**config.mk**
```make
export PLATFORM = sky130hd
export DESIGN_NAME = add_sub_multicycle
export DESIGN_NICKNAME = d
export VERILOG_FILES = /design/src/rtl/add_sub_multicycle.sv
export SDC_FILE = /design/constraint.sdc
export NUM_CORES = 1
export LEC_CHECK = 0
export ABC_AREA = 1
export BUFFER_PORTS_ARGS = -buffer_cell sky130_fd_sc_hd__buf_2
export CAP_MARGIN = 40
export CELL_PAD_IN_SITES_DETAIL_PLACEMENT = 0
export CELL_PAD_IN_SITES_GLOBAL_PLACEMENT = 2
export CORE_MARGIN = 2
export CORE_UTILIZATION = 30
export CTS_BUF_LIST = sky130_fd_sc_hd__clkbuf_16
export DETAILED_ROUTE_END_ITERATION = 10
export GPL_TIMING_DRIVEN = 0
export HOLD_SLACK_MARGIN = 0.12
export PLACE_DENSITY_LB_ADDON = 0.1
export SYNTH_ARGS = -nofsm -noshare
export SYNTH_HDL_FRONTEND = slang
export SYNTH_SLANG_ARGS = --single-unit
```
**constraint.sdc**
```tcl
create_clock -name clk -period 4.1 [get_ports clk]
set_clock_uncertainty 0.15 [all_clocks]
set_input_delay 0 -clock clk [delete_from_list [all_inputs] [get_ports clk]]
set_output_delay 0 -clock clk [all_outputs]
set_load 0.01 [all_outputs]
```
**src/rtl/add_sub_multicycle.sv**
```systemverilog
// Multi-cycle adder/subtractor: CHUNK bits per clock, carry rippled through a register.
// Results, flags and the done pulse appear NCHUNK cycles after start is accepted.
//
// state | meaning
// IDLE  | waiting for start; outputs hold the last result
// RUN   | one chunk added per clock, idx selects the slice
// DONE  | outputs just loaded, done pulses; start here chains the next op
module add_sub_multicycle #(
   parameter int WIDTH = 32,
   parameter int CHUNK = 8
) (
   input  logic             clk,
   input  logic             rst,
   input  logic             start,
   input  logic             sub,
   input  logic [WIDTH-1:0] A,
   input  logic [WIDTH-1:0] B,
   input  logic             Cin,
   output logic [WIDTH-1:0] sum,
   output logic             Cout,
   output logic             ovf,
   output logic             zero,
   output logic             busy,
   output logic             done
);
   localparam int NCHUNK = WIDTH / CHUNK;
   localparam int IW = (NCHUNK > 1) ? $clog2(NCHUNK) : 1;
   localparam logic [IW-1:0] LAST_IDX = IW'(NCHUNK - 1);
   localparam logic [WIDTH-1:0] SLICE_MASK = WIDTH'({CHUNK{1'b1}});

   typedef enum logic [1:0] {
      IDLE = 2'd0,
      RUN  = 2'd1,
      DONE = 2'd2
   } state_t;

   state_t           state;
   state_t           state_nxt;
   logic [WIDTH-1:0] op_a;
   logic [WIDTH-1:0] op_b;
   logic [WIDTH-1:0] work;
   logic [WIDTH-1:0] work_next;
   logic             carry;
   logic [IW-1:0]    idx;
   logic [31:0]      shamt;
   logic [CHUNK-1:0] a_sl;
   logic [CHUNK-1:0] b_sl;
   logic [CHUNK-1:0] s_sl;
   logic [CHUNK:0]   chunk_sum;
   logic             c_msb;
   logic             accept;

   always_ff @(posedge clk or posedge rst) begin
      if (rst) state <= IDLE;
      else     state <= state_nxt;
   end

   always_comb begin
      state_nxt = state;
      case (state)
         IDLE:    if (start) state_nxt = RUN;
         RUN:     if (idx == LAST_IDX) state_nxt = DONE;
         DONE:    state_nxt = start ? RUN : IDLE;
         default: state_nxt = IDLE;
      endcase
   end

   always_comb begin
      busy = (state == RUN);
      done = (state == DONE);
   end

   assign accept = start && ((state == IDLE) || (state == DONE));

   // Slice select by shifting keeps the index arithmetic width-clean for any CHUNK.
   always_comb begin
      shamt     = 32'(idx) * 32'(CHUNK);
      a_sl      = CHUNK'(op_a >> shamt);
      b_sl      = CHUNK'(op_b >> shamt);
      chunk_sum = {1'b0, a_sl} + {1'b0, b_sl} + {{CHUNK{1'b0}}, carry};
      s_sl      = chunk_sum[CHUNK-1:0];
      // Carry into the top bit recovered from the sum bit: s = a ^ b ^ cin.
      c_msb     = s_sl[CHUNK-1] ^ a_sl[CHUNK-1] ^ b_sl[CHUNK-1];
      work_next = (work & ~(SLICE_MASK << shamt)) | (WIDTH'(s_sl) << shamt);
   end

   always_ff @(posedge clk or posedge rst) begin
      if (rst) begin
         op_a  <= '0;
         op_b  <= '0;
         work  <= '0;
         carry <= 1'b0;
         idx   <= '0;
         sum   <= '0;
         Cout  <= 1'b0;
         ovf   <= 1'b0;
         zero  <= 1'b0;
      end else if (accept) begin
         op_a  <= A;
         op_b  <= sub ? ~B : B;
         carry <= sub | Cin;
         idx   <= '0;
      end else if (state == RUN) begin
         work  <= work_next;
         carry <= chunk_sum[CHUNK];
         if (idx == LAST_IDX) begin
            idx  <= '0;
            sum  <= work_next;
            Cout <= chunk_sum[CHUNK];
            ovf  <= c_msb ^ chunk_sum[CHUNK];
            zero <= ~|work_next;
         end else begin
            idx <= idx + 1'b1;
         end
      end
   end
endmodule

```
# --- Yosys cells after proc, flatten, opt, wreduce, memory -nomap -nowiden ---
# Cells that the tools add are included.
# W data, S select, Z words.
word_totals:
  ff_bits: 136
  in_bits: 69
  out_inout_bits: 37
  elab_cells: 50
classes:
  addsub: 3
  n_eq_ne: 5
  shifts: 4
  n_mux: 10
  bitwise_logic: 9
  reduce_logical: 9
op_table:
  columns: ["op", "n"]
  rows:
  - ["$not A32 Y32", 2]
  - ["$shr A32 B5 Y8", 2]
  - ["$and A32 B32 Y32", 1]
  - ["$mux W32", 1]
  - ["$or A32 B32 Y32", 1]
  - ["$reduce_or A32 Y1", 1]
  - ["$shl A8 B5 Y32", 1]
  - ["$shl A8 B5 Y32 const A", 1]
  - ["$mux W2", 5]
  - ["$add A8 B8 Y9", 1]
  - ["$add A9 B1 Y9", 1]
  - ["$pmux W2 S3", 1]
  - ["$eq A2 B2 Y1 const B", 2]
  - ["$reduce_and A2 Y1", 2]
  - ["$mux W1", 3]
  - ["$reduce_and A3 Y1", 1]
  - ["$xor A1 B1 Y1", 3]
  - ["$add A2 B1 Y2 const B", 1]
  - ["$eq A2 B1 Y1 const B", 1]
  - ["$logic_not A2 Y1", 1]
  - ["$ne A2 B1 Y1 const B", 1]
  - ["$ne A2 B2 Y1 const B", 1]
  - ["$reduce_bool A2 Y1", 1]
  - ["$logic_and A1 B1 Y1", 1]
  - ["4 further kinds", 4]

# --- Logic depth before layout (Yosys ltp) ---
# Gate-level depths: netlist of run 1.
depth:
  ltp_word: 7
  depth_mapped: 24
  ltp_nobuf: 21

# --- Least setup slack after synthesis of run 1 ---
# OpenSTA, ideal clock, no wires.
synth_path:
  path_type: "register to register"
  start: "reg idx[0]"
  end: "reg zero"
  setup_time_ns: 0.066
  arrival_time_ns: 3.012
  t_required_ns: 3.884
  setup_slack_ns: 0.872
  path_stages_with_launch: 24
  path_buffers: 4
  synth_period_minus_slack_ns: 3.228
  cell_sequence: "dfrtp_1 buf_4 buf_2 buf_2 buf_2 nor2_1 o22ai_1 fa_1 inv_1 fa_1 inv_1 nand3_1 nand2_1 nor2_1 nand2_1 nor2_1 nand2_1 nor2_1 nand2_1 nor2_1 nand2_1 nor2_1 nand2_1 nand2_1"
synth_between:
  elab_chain_cells: 7
  word_cells_on_any_way: 13
  classes_between: "2 x add/sub; 1 x eq/ne; 4 x shift; 3 x bitwise; 3 x reduce/logical"
synth_rtl:
  columns: ["element", "line", "rtl"]
  rows:
  - ["start, declared", "44", "logic [IW-1:0] idx;"]
  - ["start signal, assigned", "113", "idx <= idx + 1'b1;"]
  - ["$shr A32 B5 Y8, on equally long branches", "78, 79", null]
  - ["$add A8 B8 Y9", "80", "chunk_sum = {1'b0, a_sl} + {1'b0, b_sl} + {{CHUNK{1'b0}}, carry};"]
  - ["$add A9 B1 Y9", "80", null]
  - ["$shl A8 B5 Y32", "84", "work_next = (work & ~(SLICE_MASK << shamt)) | (WIDTH'(s_sl) << shamt);"]
  - ["$or A32 B32 Y32", "84", null]
  - ["$reduce_or A32 Y1", "111", "zero <= ~|work_next;"]
  - ["$logic_not A1 Y1", "111", null]
  - ["end signal, assigned", "111", null]
  - ["end, declared", "22", "output logic zero,"]
# Several ways; a longest one is shown, not always the timed one.
# A chain may end at the register's enable or synchronous reset.

# --- Worst setup path in the final report of run 1 ---
layout_path:
  start: "reg idx[1]"
  end: "reg zero"
# The elaborated chain is that of the path after synthesis.

==> impl_summary.txt, run 1 <==
----------------------------------------------------
[Drt]
  Wire length per cell after detailed routing ... 16.6 microns
  Detailed-route vias per instance ... 4.63
  Drt total wl ... 22,500 microns
  Via count of the routed design ... 6,257
  Detailed router's first-iteration violation count ... 283
  Remaining antenna violation count ... 0
  Detailed-routing iteration count for the pre-antenna-repair pass ... 5
  Drc violations ... 0

[Timing]
  Slew HR ... 0.601
  Max Transition Viols Final ... 0
  Number of failing setup endpoints in the final timing report ... 0
  Worst-case setup margin in the final layout ... 320 ps
  Maximum clock frequency ... 0.265 GHz
  Post-route fraction of the period consumed by the critical path ... 0.922
  Measured slew at the worst slew-check pin ... 598 ps
  Minimum period implied by the final worst setup slack ... around 3800 ps
  Unrepaired setup endpoints after global routing ... no
  Endpoints failing hold ... 0

[Setup path]
  Critical Path Most Common Cell ... nand2_1
  Endpoint type of the worst setup path ... flip-flop
  Cell class contributing the biggest share of worst-path delay ... simple AND/OR/NAND/NOR gates
  Startpoint Class ... flip-flop
  Cell chain of the critical path ... inv_2 -> clkbuf_4 -> buf_2 -> buf_6 -> buf_2 -> o21ai_0 -> o22ai_1 -> ha_1 -> or2_1 -> nand3_1 -> nand2_1 -> nand3_1 -> nand2_1 -> nor2_1 -> nand2_1 -> nor2_1 -> nand2_1 -> nor2_1 -> nand2_1 -> nand2_1
  Worst endpoint required time ... 4320 ps
  Buffer and inverter count on the worst path ... 5
  Cell with the largest stage delay on the worst path ... dfrtp_1
  Path type of the worst setup path ... reg -> reg
  Slowest Stage Delay on Critical Path ... ~430 ps
  WP data arrival ... 4000 ps
  Max Fanout on Critical Path ... 11
  Reg2reg setup slack ... roughly 320 ps

[Clock network]
  Clk pin slew, worst setup/hold paths ... 60 ps
  Total number of H-tree levels ... 4
  CTS buffer count ... 17
  TritonCTS clock tree ... done
  Clock Path Buffers ... 2
  Clock latency at the later pin of the worst-skew pair ... 430 ps
  Root Buffer Master ... clkbuf_16
  Number of clock sinks seen by CTS ... roughly 140

[Cells and area]
  Share of layout cells above drive strength 1 ... 0.164
  Nets ... 1,142
  Post-route insts no fill ... approximately 1,400
  Number of diodes ... 0
  Synth-to-Final Area Change ... 36.2%

[Synth]
  Most instantiated library cell after synthesis ... nand2_1
  Share of flip-flops with an asynchronous set or reset ... 1.00
  Prevailing post-synth register cell ... dfrtp_1
  Yosys top cell area share ... 0.505
  Most frequent cells after synthesis ... nand2_1 (306), dfrtp_1 (136), o21ai_0 (111)
  Post-synthesis cell type count ... 29
  Post-Synthesis Cell Area ... 6740 sq um
  Count of flip-flops with a built-in enable after synthesis ... 0
  Flop and latch count out of synthesis ... 136
  Main area contributors after synthesis ... dfrtp_1 (50%), nand2_1 (17%), o21ai_0 (8.2%), xnor2_1 (4.3%), nor2_1 (3.7%)
  Synthesized area per cell ... 7.89 sq um
  Number of standard cells after synthesis ... 854
  Synthesized net count ... 936
  Biggest area consumer among synthesized cells ... dfrtp_1
  Sequential area share after synthesis ... 0.505
  Total of warnings raised by yosys ... 0

[Die]
  Die height ... 154 microns
  Die boundary width ... approximately 150 microns
  Effective utilization at floorplan ... 0.307
  Die area ... 23,700 sq um
  Count of standard-cell rows ... 54
  Number of I/O pins ... roughly 110
  Std-Cell Core Area ... 22,000 sq um

[Power]
  Overall power of the completed layout ... 0.00854 W
  Switching power ... about 0.0040 W
  Maximum resistive drop on vdd ... 0.000455 V
  Portion of total power attributed to combinational logic ... 0.540
  Sequential group share of total power ... 0.270
  Leakage Power ... between 4 and 5 nW
  Clock Power Share ... 0.190
  Power density over the cells ... 930 nW/um^2
  Switch share ... 0.473
  Internal Pwr Total ... 0.00450 W

[Outcome]
  Result of the run ... complete, no violations

[Global route]
  Global-route wire length before repair ... between 30,000 and 40,000 microns
  GR Util All Layers ... 0.197
  Total congestion overflow ... 0
  Number of global-route vias before repair ... 6,471
  Largest net degree at the start of global routing ... 51
  Initial antenna violation count ... 0

[Run]
  Max cap viols ... 0

[Placement]
  Routability congestion estimate ... ~0.8
  Count of port buffers added during placement ... 104
  Pre-CTS setup slack ... -438 ps
  Total half-perimeter wirelength after legalization and detailed placement ... 16,100 microns
  Number of placed instances, taps included ... about 1,200

[Worst hold path]
  Worst hold-check path type ... in -> reg

----------------------------------------------------
[sequential cells by signal, summed over array words and instances (netlist names)]
signal  count
op_a       32
op_b       32
sum        32
work       32
idx         2
state       2
Cout        1
carry       1
ovf         1
zero        1
[layout by cell type, fill, tap and decap left out, types with 5 or more instances in the layout]
cell type      count
clkbuf_1          25
ha_1              11
clkbuf_16         17
a21oi_1            6
nand3_1           29
dfrtp_1          135
inv_1             51
o22ai_1           12
xnor2_1           33
buf_4              5
dlygate4sd3_1     81
buf_2            110
nand2_1          304
o21ai_0          111
nand4_1           13
nor2_1            66
a31oi_1            6
[final timing paths]
kind / start / depth (start not counted) / endpoint
worst max register to register: idx[1]$_DFFE_PP0P_ / 20 / zero$_DFFE_PP0P_
min in group asynchronous: rst / 4 / sum[24]$_DFFE_PP0P_
worst min-delay path: sub / 4 / op_b[12]$_DFFE_PP0P_
max in group asynchronous: rst / 6 / op_b[4]$_DFFE_PP0P_
worst max-delay path: idx[1]$_DFFE_PP0P_ / 20 / zero$_DFFE_PP0P_
worst min register to register: sum[9]$_DFFE_PP0P_ / 2 / sum[9]$_DFFE_PP0P_
[per-stage QoR]
step                      hold slack (ps)  setup TNS, ps  instance area, sq um   util
final                                 118              0                  9180  0.418
after global placement               46.1        -238650                  7610  0.347
after detailed placement             -103          -2480                  7670  0.349
after CTS                             127              0                  9120  0.415
after global routing                  151              0                  9180  0.418
after floorplan                     -40.4              0                  6740      -
[metal layers]
metal	up-vias	share of wire	global-route usage
met5	-	0	0
met4	0	0.020	0.0641
met3	28	0.031	0.0349
met2	137	0.50	0.342
met1	2948	0.45	0.248
li1	3144	-	-
[worst register-to-register path: stages, from the launching register on]
cell	delay [ps]
dfrtp_1	430
inv_2	70
clkbuf_4	220
buf_2	250
buf_6	200
buf_2	280
o21ai_0	140
o22ai_1	190
ha_1	330
or2_1	280
nand3_1	90
nand2_1	170
nand3_1	200
nand2_1	70
nor2_1	180
nand2_1	90
nor2_1	100
nand2_1	50
nor2_1	90
nand2_1	60
nand2_1	50
[what timing repair did]
| action | 4_1_cts | 5_1_grt |
|---|---|---|
| resized for setup | 12 | 19 |
| pin swaps | 0 | 2 |
| hold buffers | 81 | 0 |
| buffers inserted | 0 | 1 |
| endpoints found under the setup margin | 20 | 6 |
| endpoints found under the hold margin | 151 | 0 |
[cell type report]
| cell class | instances | area, sq um |
|---|---|---|
| fill | 2315 | 12800 |
| sequential | 136 | 3400 |
| multi-input combinational | 616 | 2970 |
| timing repair buffer | 188 | 1390 |
| clock buffer | 17 | 425 |
| tap | 280 | 350 |
| buffer | 46 | 240 |
| inverter | 55 | 211 |
| clock inverter | 14 | 184 |
[cells by family after synthesis]
| kind of cell | count (synthesis) | synth area share |
|---|---|---|
| xor gates and xnor gates | 33 | 0.0429 |
| DFF | 136 | 0.505 |
| buffers and inverters | 102 | 0.0611 |
| and+or+nand+nor | 423 | 0.250 |
| AOI/OAI and AO/OA | 147 | 0.115 |
| adders and majority gates | 13 | 0.0264 |
[power groups by stage]
| stage | sequential [W] | combinational, W | clock (W) |
|---|---|---|---|
| 2_1_floorplan | 0.00228 | 0.00294 | 0 |
| 6_report | 0.00231 | 0.00461 | 0.00162 |
| 4_1_cts | 0.00231 | 0.00459 | 0.00165 |
| 3_5_place_dp | 0.00233 | 0.00447 | 0 |
| 5_1_grt | 0.00238 | 0.00530 | 0.00172 |
| 3_3_place_gp | 0.00233 | 0.00445 | 0 |
No activity file was read; power rests on OpenSTA's default activity.
==> inputs of run 2 (changes only) <==
==> constraint.sdc (replaced) <==
create_clock -name clk -period 4.1 [get_ports clk]
set_clock_uncertainty 0.15 [all_clocks]
set_input_delay 0.82 -clock clk [delete_from_list [all_inputs] [get_ports clk]]
set_output_delay 0.82 -clock clk [all_outputs]
set_load 0.01 [all_outputs]
==> impl_summary.txt, run 2 (same netlist as run 1, synthesis figures left out) <==
----------------------------------------------------
[Clock network]
  Number of buffers inserted by post-CTS setup repair ... 0
  CTS buffer count ... 17
  Number of clock sinks seen by CTS ... about 140
  TritonCTS clock tree ... done
  Root Buffer Master ... clkbuf_16
  Clock Path Buffers ... 2
  Total number of H-tree levels ... 4
  Clock latency at the later pin of the worst-skew pair ... 430 ps
  Clk pin slew, worst setup/hold paths ... 70 ps
  CTS Hold Bufs ... 0

[Timing]
  Maximum clock frequency ... 0.262 GHz
  Worst-case setup margin in the final layout ... roughly 280 ps
  Measured slew at the worst slew-check pin ... around 620 ps
  Max Transition Viols Final ... 0
  Endpoints failing hold ... 0
  Post-Route Setup TNS ... 0 ps
  Number of failing setup endpoints in the final timing report ... 0
  Post-route fraction of the period consumed by the critical path ... 0.931
  Unrepaired setup endpoints after global routing ... no
  Minimum period implied by the final worst setup slack ... between 3000 and 4000 ps
  Slew HR ... 0.584

[Die]
  Die area ... 23,700 sq um
  Die height ... about 150 microns
  Effective utilization at floorplan ... 0.307
  Die boundary width ... approximately 150 microns
  Count of standard-cell rows ... 54
  Number of I/O pins ... ~110
  Std-Cell Core Area ... 22,000 sq um

[Cells and area]
  Post-Layout Inst Area ... 8310 sq um
  Nets ... about 1,100
  Commonest non-fill, non-tap cell in the layout ... nand2_1
  Utilization after layout ... 0.379
  Most used cells in the layout excluding fill and tap cells ... nand2_1 (303), dfrtp_1 (135), o21ai_0 (111)
  Synth-to-Final Area Change ... 23.3%
  Share of layout cells above drive strength 1 ... 0.175
  Number of diodes ... 0
  Number of filler cells placed in the layout ... 2,344

[Setup path]
  Cell class contributing the biggest share of worst-path delay ... simple AND/OR/NAND/NOR gates
  Slowest Stage Delay on Critical Path ... 470 ps
  Worst endpoint required time ... 4270 ps
  Path type of the worst setup path ... reg -> reg
  Reg2reg setup slack ... 280 ps
  Cell chain of the critical path ... inv_2 -> buf_6 -> clkbuf_4 -> buf_4 -> nor2_1 -> o22ai_2 -> fa_2 -> inv_1 -> fa_1 -> inv_1 -> nand2_2 -> nand2_2 -> nand3_1 -> nand3_1 -> nand4_1 -> o21ai_1 -> nor2_1 -> nand2_1 -> nor2_1 -> nand2_1 -> nand2_1
  Cell with the largest stage delay on the worst path ... dfrtp_2
  Buffer and inverter count on the worst path ... 6
  Max Fanout on Critical Path ... 10
  Endpoint type of the worst setup path ... flip-flop
  Startpoint Class ... flip-flop
  WP data arrival ... 3980 ps

[Placement]
  Post-placement cell area ... 7700 sq um
  Routability congestion estimate ... between 0.7 and 0.8
  Pre-CTS setup slack ... -447 ps
  Count of port buffers added during placement ... 104
  Total half-perimeter wirelength after legalization and detailed placement ... 16,300 microns

[Power]
  Leakage Power ... 4.17 nW
  Maximum resistive drop on vdd ... 0.000315 V
  Power density over the cells ... 997 nW/um^2

[Global route]
  Total congestion overflow ... 0
  Largest net degree at the start of global routing ... 37
  Number of global-route vias before repair ... 6,098
  Initial antenna violation count ... 0
  Global-route wire length before repair ... 34,200 microns
  GR Util All Layers ... 0.189

[Drt]
  Detailed-routing iteration count for the pre-antenna-repair pass ... 5
  Drc violations ... 0
  Remaining antenna violation count ... 0
  Drt total wl ... 21,600 microns
  Detailed router's first-iteration violation count ... 293
  Detailed-route vias per instance ... roughly 4.7
  Via count of the routed design ... just under 6,000
  Wire length per cell after detailed routing ... 16.9 microns

[Run]
  Max cap viols ... 0

[Outcome]
  Result of the run ... complete, no violations

[Worst hold path]
  Worst hold-check path type ... in -> async

----------------------------------------------------
run 2: cell types whose count changed in the layout (fill, tap and decap cells not counted), sizes merged:
| cell | before | now |
|---|---|---|
| clkinv | 7 | 6 |
| bufinv | 4 | 1 |
| inv | 56 | 58 |
| dlygate4sd3 | 81 | 0 |
| clkinvlp | 2 | 5 |
| clkbuf | 48 | 49 |
run 2: path summary, 6_finish.rpt:
check	cells after the start	to	from
max in group asynchronous	4	idx[0]$_DFFE_PP0P_	rst
hold / removal	2	op_a[4]$_DFFE_PP0P_	rst
setup reg to reg	21	zero$_DFFE_PP0P_	idx[0]$_DFFE_PP0P_
min in group clk	2	sum[11]$_DFFE_PP0P_	sum[11]$_DFFE_PP0P_
setup / recovery	21	zero$_DFFE_PP0P_	idx[0]$_DFFE_PP0P_
hold reg to reg	2	sum[11]$_DFFE_PP0P_	sum[11]$_DFFE_PP0P_
run 2: final cells by class:
class	instances	area (sq um)	share of cell area
multi-input cells	616	2950	0.355
well taps	280	350	0.0421
inverters	55	210	0.0253
repair buffers	108	608	0.0732
clock inverters	15	129	0.0155
clock buffers	17	425	0.0512
flip-flops and latches	136	3400	0.410
plain buffers	46	231	0.0278
run 2: routing by layer:
metal | part of all wire | up-vias | global-route usage
li1 | - | 2999 | -
met1 | 0.47 | 2823 | 0.248
met2 | 0.49 | 120 | 0.323
met3 | 0.026 | 25 | 0.0290
met4 | 0.017 | 0 | 0.0601
met5 | 0 | - | 0
run 2: where the power goes:
group | internal (W) | switching [W] | leakage, nW
registers | 0.00196 | 0.000353 | 1.71
logic | 0.00146 | 0.00306 | 2.20
clock network | 0.000833 | 0.000627 | 0.263
run 2: timing repair:
item / CTS / global route
resized for setup: 10 / 17
hold endpoints to repair: 0 / 0
pin swaps: 0 / 1
endpoints found under the setup margin: 20 / 4
run 2: through the flow:
stage | std cells | hold slack, ps | power, W
floorplan | 854 | 294 | 0.00522
global placement | 1238 | 307 | 0.00677
detailed placement | 1242 | 310 | 0.00682
CTS | 1273 | 270 | 0.00833
global route | 1273 | 291 | 0.00912
finish | 1273 | 272 | 0.00829
run 2: worst reg2reg max path: stages (launching register included):
cell	delay (ps)
dfrtp_2	470
inv_2	130
buf_6	170
clkbuf_4	230
buf_4	220
nor2_1	80
o22ai_2	250
fa_2	270
inv_1	50
fa_1	380
inv_1	80
nand2_2	110
nand2_2	100
nand3_1	90
nand3_1	220
nand4_1	180
o21ai_1	230
nor2_1	80
nand2_1	70
nor2_1	30
nand2_1	70
nand2_1	50
